<file path="src/rtl/mux4_scan_ctrl.sv">
// Scan sequencer for a 4:1 mux: steps the selects through the enabled channels,
// dwells on each so the mux settles, and publishes the captured y bits as a frame.
module mux4_scan_ctrl #(
    parameter int DWELL = 4,
    parameter int CW    = 8
) (
    input  logic       clk,
    input  logic       rst,
    input  logic       start,
    input  logic       cont,
    input  logic [3:0] en_mask,
    input  logic       y,
    output logic       s0,
    output logic       s1,
    output logic       busy,
    output logic [3:0] sample,
    output logic       sample_valid
);

    typedef enum logic {IDLE, SCAN} state_t;

    localparam logic [CW-1:0] LAST = CW'(DWELL - 1);

    state_t        state, state_nx;
    logic [1:0]    ch, ch_nx;
    logic [CW-1:0] cnt, cnt_nx;
    logic [3:0]    mask_q, mask_nx;
    logic [3:0]    shadow, shadow_nx;
    logic [3:0]    sample_nx;
    logic          valid_nx;
    logic [3:0]    captured;
    logic [3:0]    above;

    function automatic logic [1:0] lowest(input logic [3:0] m);
        if (m[0])      return 2'd0;
        else if (m[1]) return 2'd1;
        else if (m[2]) return 2'd2;
        else           return 2'd3;
    endfunction

    assign {s1, s0} = ch;
    assign busy     = (state == SCAN);

    // NOTE: every variable gets a default before the case so no latch is inferred.
    always_comb begin
        state_nx  = state;
        ch_nx     = ch;
        cnt_nx    = cnt;
        mask_nx   = mask_q;
        shadow_nx = shadow;
        sample_nx = sample;
        valid_nx  = 1'b0;
        captured  = shadow;
        captured[ch] = y;
        above     = 4'b1110 << ch;

        case (state)
            IDLE: begin
                if (start && (en_mask != 4'b0000)) begin
                    mask_nx   = en_mask;
                    shadow_nx = 4'b0000;
                    ch_nx     = lowest(en_mask);
                    cnt_nx    = '0;
                    state_nx  = SCAN;
                end
            end
            SCAN: begin
                if (cnt != LAST) begin
                    cnt_nx = cnt + CW'(1);
                end else begin
                    shadow_nx = captured;
                    if ((mask_q & above) != 4'b0000) begin
                        ch_nx  = lowest(mask_q & above);
                        cnt_nx = '0;
                    end else begin
                        // Frame end; bits of disabled channels are forced to 0.
                        sample_nx = captured & mask_q;
                        valid_nx  = 1'b1;
                        if (cont && (en_mask != 4'b0000)) begin
                            mask_nx   = en_mask;
                            shadow_nx = 4'b0000;
                            ch_nx     = lowest(en_mask);
                            cnt_nx    = '0;
                        end else begin
                            state_nx = IDLE;
                        end
                    end
                end
            end
            default: state_nx = IDLE;
        endcase
    end

    // NOTE: state uses non-blocking assignments so all registers update together at the edge.
    always_ff @(posedge clk) begin
        if (rst) begin
            state        <= IDLE;
            ch           <= 2'd0;
            cnt          <= '0;
            mask_q       <= 4'b0000;
            shadow       <= 4'b0000;
            sample       <= 4'b0000;
            sample_valid <= 1'b0;
        end else begin
            state        <= state_nx;
            ch           <= ch_nx;
            cnt          <= cnt_nx;
            mask_q       <= mask_nx;
            shadow       <= shadow_nx;
            sample       <= sample_nx;
            sample_valid <= valid_nx;
        end
    end

endmodule

</file>
<file path="config.mk">
export PLATFORM = sky130hd
export DESIGN_NAME = mux4_scan_ctrl
export DESIGN_NICKNAME = d
export VERILOG_FILES = /design/src/rtl/mux4_scan_ctrl.sv
export SDC_FILE = /design/constraint.sdc
export NUM_CORES = 1
export LEC_CHECK = 0
export BUFFER_PORTS_ARGS = -buffer_cell sky130_fd_sc_hd__clkbuf_2
export CORE_ASPECT_RATIO = 0.75
export CORE_MARGIN = 1.5
export CORE_UTILIZATION = 54
export DETAILED_ROUTE_END_ITERATION = 6
export GPL_TIMING_DRIVEN = 0
export PLACE_DENSITY_LB_ADDON = 0.1
export SLEW_MARGIN = 20
export SYNTH_ARGS = -nofsm -noshare
export SYNTH_HDL_FRONTEND = slang
export SYNTH_SLANG_ARGS = --single-unit
</file>
<file path="constraint.sdc">
create_clock -name clk -period 2.7 [get_ports clk]
set_input_delay 0.54 -clock clk [delete_from_list [all_inputs] [get_ports clk]]
set_output_delay 0.54 -clock clk [all_outputs]
set_load 0.05 [all_outputs]
</file>
==> Yosys cells after proc, flatten, opt, wreduce, memory -nomap -nowiden <==
Cells that the tools add are included.
W data, S select, Z words.
{ "totals": {"reg_bits": 24, "output_inout_bits": 8, "elab_cells": 69} }
{ "classes": {"add_sub_neg": 1, "n_lt_le_gt_ge": 2, "eq_ne": 7, "shifts": 1, "n_mux": 35, "bitwise_logic": 5, "n_reduce_logical": 11} }
{ "op_table": {"columns": ["op", "n"], "rows": [
  ["$mux W4", 8],
  ["$mux W8", 4],
  ["$mux W2", 8],
  ["$pmux W4 S2", 2],
  ["$pmux W8 S2", 1],
  ["$add A8 B1 Y8 const B", 1],
  ["$and A4 B4 Y4", 2],
  ["$mux W1", 8],
  ["$ne A8 B2 Y1 const B", 1],
  ["$reduce_bool A4 Y1", 2],
  ["$ne A2 B2 Y1 const B", 3],
  ["$reduce_and A3 Y1", 2],
  ["$bwmux W4", 1],
  ["$ne A4 B1 Y1 const B", 1],
  ["$pmux W2 S2", 1],
  ["$reduce_and A2 Y1", 2],
  ["$reduce_and A4 Y1", 1],
  ["$shl A4 B2 Y4 const A", 1],
  ["$logic_and A1 B1 Y1", 3],
  ["$lt A2 B3 Y1 const B", 1],
  ["$ne A3 B1 Y1 const B", 1],
  ["$not A1 Y1", 3],
  ["$reduce_or A3 Y1", 1],
  ["$demux W1 S2", 1],
  ["3 further kinds", 3]
]} }

==> Longest topological paths before layout <==
{ "depth": {"depth_word": 9, "ltp_mapped": 7, "ltp_nobuf": 6} }

==> Least setup slack after synthesis <==
OpenSTA, ideal clock, no wires.
{ "synth_path": {"path_type": "register to register", "startpoint": "register ch[0]", "endpoint": "register mask_q[0]", "t_arrival_ns": 1.892, "required_ns": 2.628, "slack_ns": 0.736, "stages_incl_launch_ff": 6, "path_buffers": 0, "period_less_slack_ns": 1.964, "path_cell_list": "dfxtp_1 -> nor2b_1 -> o311ai_2 -> nand3_1 -> a21oi_4 -> mux2i_1"} }
{ "synth_between": {"elab_chain_len": 5} }
{ "synth_lines": {"columns": ["item", "line_no", "rtl"], "rows": [
  ["start, declared", "25", "logic [1:0] ch, ch_nx;"],
  ["start signal, assigned", "106", "ch <= ch_nx;"],
  ["$shl A4 B2 Y4", "55", "above = 4'b1110 << ch;"],
  ["$and A4 B4 Y4", null, null],
  ["$reduce_bool A4 Y1", "72", "if ((mask_q & above) != 4'b0000) begin"],
  ["$ne A2 B2 Y1 (no line)", null, null],
  ["$reduce_and A4 Y1 (no line)", null, null],
  ["end signal, assigned", "108", "mask_q <= mask_nx;"],
  ["end, declared", "27", "logic [3:0] mask_q, mask_nx;"]
]} }
Every way passes these cells.
A chain may end at the register's enable or synchronous reset.

==> Worst setup path in the final report <==
{ "layout_path": {"startpoint": "register cnt[0]", "endpoint": "register mask_q[3]"} }
{ "layout_between": {"elab_chain_len": 3} }
{ "layout_lines": {"columns": ["item", "line_no", "rtl"], "rows": [
  ["start, declared", "26", "logic [CW-1:0] cnt, cnt_nx;"],
  ["start signal, assigned", "107", "cnt <= cnt_nx;"],
  ["$ne A8 B2 Y1", "68", "if (cnt != LAST) begin"],
  ["$ne A2 B2 Y1 (no line)", null, null],
  ["$reduce_and A4 Y1 (no line)", null, null]
]} }
Every way passes these cells.

==> impl_metrics.toml <==
[logic_synthesis]
synth_area_um2 = 1320
yosysUniqueCellTypes = 37
yosys_warnings = 0
synth-adder-area-share_pct = 0.9479
syn_area_per_cell_um2 = 9.167
synth-seq-area-share_pct = 36.40
syn_nets = 154
synthMuxAreaShare_pct = 8.341
ys_ff_latch = 24
yosysTopAreaCellShare_pct = 36.40
yosysTopAreaCell = "dfxtp_1"
synthTopCellsByArea = "dfxtp_1 36%, mux2i_1 8.3%, nand2b_1 5.7%"
synth-xor-area-share_pct = 0
syn_inst = 144
synth_top_family_by_area = "simple AND/OR/NAND/NOR gates"
yosys.area_share.simple_pct = 30.62
synth-compound-area-share_pct = 21.61

[worst_setup_path]
end_kind = "register"
arrival_ps = 2440
start_kind = "register"
required_ps = 2960
path_class = "register to register"
cp_max_fo = 8
ff2ff_path_depth = 5
crit_start = "cnt[0]$_SDFFE_PP0P_"
worstReg2RegStart = "cnt[0]$_SDFFE_PP0P_"

[cells_and_area]
final_common_cell = "dfxtp_1"
final_cell_mix = "24 x dfxtp_1, 15 x clkbuf_2, 14 x nor2_1"
final_util_pct = 64.55
final_nets = 174
antennaDiodeCount = 0
fin_area_um2 = 1490
nFillCells = 204
area_growth_pct = 12.89
drive_gt1_share_pct = 19.02

[clocking]
cts_sinks = 24
root_buffer = "clkbuf_4"
holdBufCountCts = 0
cts_tree = "built"
cts_resized = 0
clock_latency_ps = 320
htree_levels = 1
max-clock-path-buffers = 2
postCtsSetupRepairBufs = 0
cts_buffers = 3
cts.reportedPaths.clkPinSlew_ps = 130

[pwr]
p_per_area_nw_per_um2 = 527.2
p_leak_nw = 0.5988
irDropWorstVdd_mv = 0.3964

[floorplan]
die_w_um = 60.09
die_h_um = 45.82
io_pins = 17
die_area_um2 = 2753
core_area_um2 = 2308
rows = 15
initial_utilization_pct = 57.18

[sta]
grt_setup_unrepaired = "no"
slew_headroom_pct = 49.75
max_freq_ghz = 0.4597
fin_crit_sh_pct = 80.56
worst_slew_pin_slew_ps = 748.0
worst_slack_ps = 524.8
setup_tns_ps = 0
finalSetupViolations = 0
skew_ps = 4.187
min_period_ps = 2175
final_max_slew_viol_count = 0
hold_viol = 0

[detailed_routing]
wire_per_inst_um = 14.22
drc_errors = 0
drt_iter0_markers = 39
vias = 1138
vias_per_cell = 5.777
drtPass1Iterations = 5
wirelength_mm = 2.801
ant_nets = 0

[global_routing]
grtUsageTotal_pct = 22.22
grt-ovfl-total = 0
grt_pass1_wl_mm = 4.491
first_global_vias = 984
grt_max_degree = 15
grt_antenna_before_repair = 0

[placement]
dp_slack_ps = 451.1
place_area_um2 = 1438
hpwlAfterDp_mm = 2.075
io_buffers = 15
gp_congestion = 0.8370

[hold_path]
whs_path_depth = 3
hp-class = "primary input to register"
min_from = "en_mask[2]"

[status]
status = "completed"

[job]
drv_cap = 0
[report_power, final]
group	total [mW]	internal [mW]	leakage [nW]	switching, mW
clock network	0.265	0.150	0.0279	0.115
logic	0.137	0.0509	0.376	0.0860
registers	0.384	0.368	0.195	0.0155
[sequential cells by signal (all words and copies together), names as in the netlist]
register,flops
busy,1
ch,2
cnt,8
mask_q,4
sample,4
sample_valid,1
shadow,4
[area by class of cell]
cell class	instances	area, µm²	share of cell area [%]
clock buffer	3	22.52	1.511
clock inverter	1	30.03	2.015
sequential	24	480.5	32.24
tap	34	42.54	2.855
buffer	5	20.02	1.343
multi-input combinational	113	812.0	54.49
timing repair buffer	15	75.07	5.038
inverter	2	7.507	0.5038
[cell usage after synthesis]
cell,count
dfxtp_1,24
nor2_1,14
nand2b_1,12
mux2i_1,11
nor2b_1,11
nand2_1,8
and3_1,7
nand3_1,6
nor3_1,5
a21oi_1,4
clkbuf_1,4
o21ai_0,4
a2111oi_0,3
a211o_1,3
a21boi_0,2
a22o_1,2
inv_1,2
o21a_1,2
or2_2,2
a211oi_2,1
a21oi_4,1
a221o_1,1
a311oi_1,1
a31oi_1,1
a31oi_4,1
a32o_1,1
buf_2,1
ha_1,1
nand3b_1,1
nor4_1,1
nor4_4,1
o311ai_2,1
o31ai_4,1
o32a_4,1
or3_1,1
or4_4,1
or4b_4,1
[cells by family (layout without fill, tap and decap cells)]
family	count (synthesis)	count (layout)
simple gates	71	71
flops	24	24
buf+inv	7	26
mux	11	11
fa+ha+maj	1	1
compound gates	30	30
[worst max-delay path, cell delays in order (launching register included)]
cell     delay (ps)
dfxtp_1         390
ha_1            230
or4b_4          540
o32a_4          420
a21oi_4         300
mux2i_1         230
[through the flow]
stage	hold WS, ps	instances	total power, mW
2_1_floorplan	444.3	144	0.4912
3_5_place_dp	470.1	193	0.5266
5_1_grt	484.5	197	0.8187
4_1_cts	484.1	197	0.7846
3_3_place_gp	461.5	193	0.5212
6_report	483.1	197	0.7857
[worst paths after layout]
check / end / slack [ps]
hold / removal: mask_q[2]$_SDFFE_PP0P_ / 480
hold reg to reg: mask_q[0]$_SDFFE_PP0P_ / 490
setup / recovery: mask_q[3]$_SDFFE_PP0P_ / 520
setup reg to reg: mask_q[3]$_SDFFE_PP0P_ / 520
[layer usage]
| metal | part of all wire [%] | wire (µm) | GRT usage, % |
|---|---|---|---|
| met2 | 43 | 1217 | 34.13 |
| met1 | 52 | 1448 | 31.97 |
| met4 | 0.50 | 14 | 2.667 |
| met3 | 4.3 | 121 | 5.966 |
| met5 | 0 | 0 | 0 |
No activity file was read; power rests on OpenSTA's default activity.
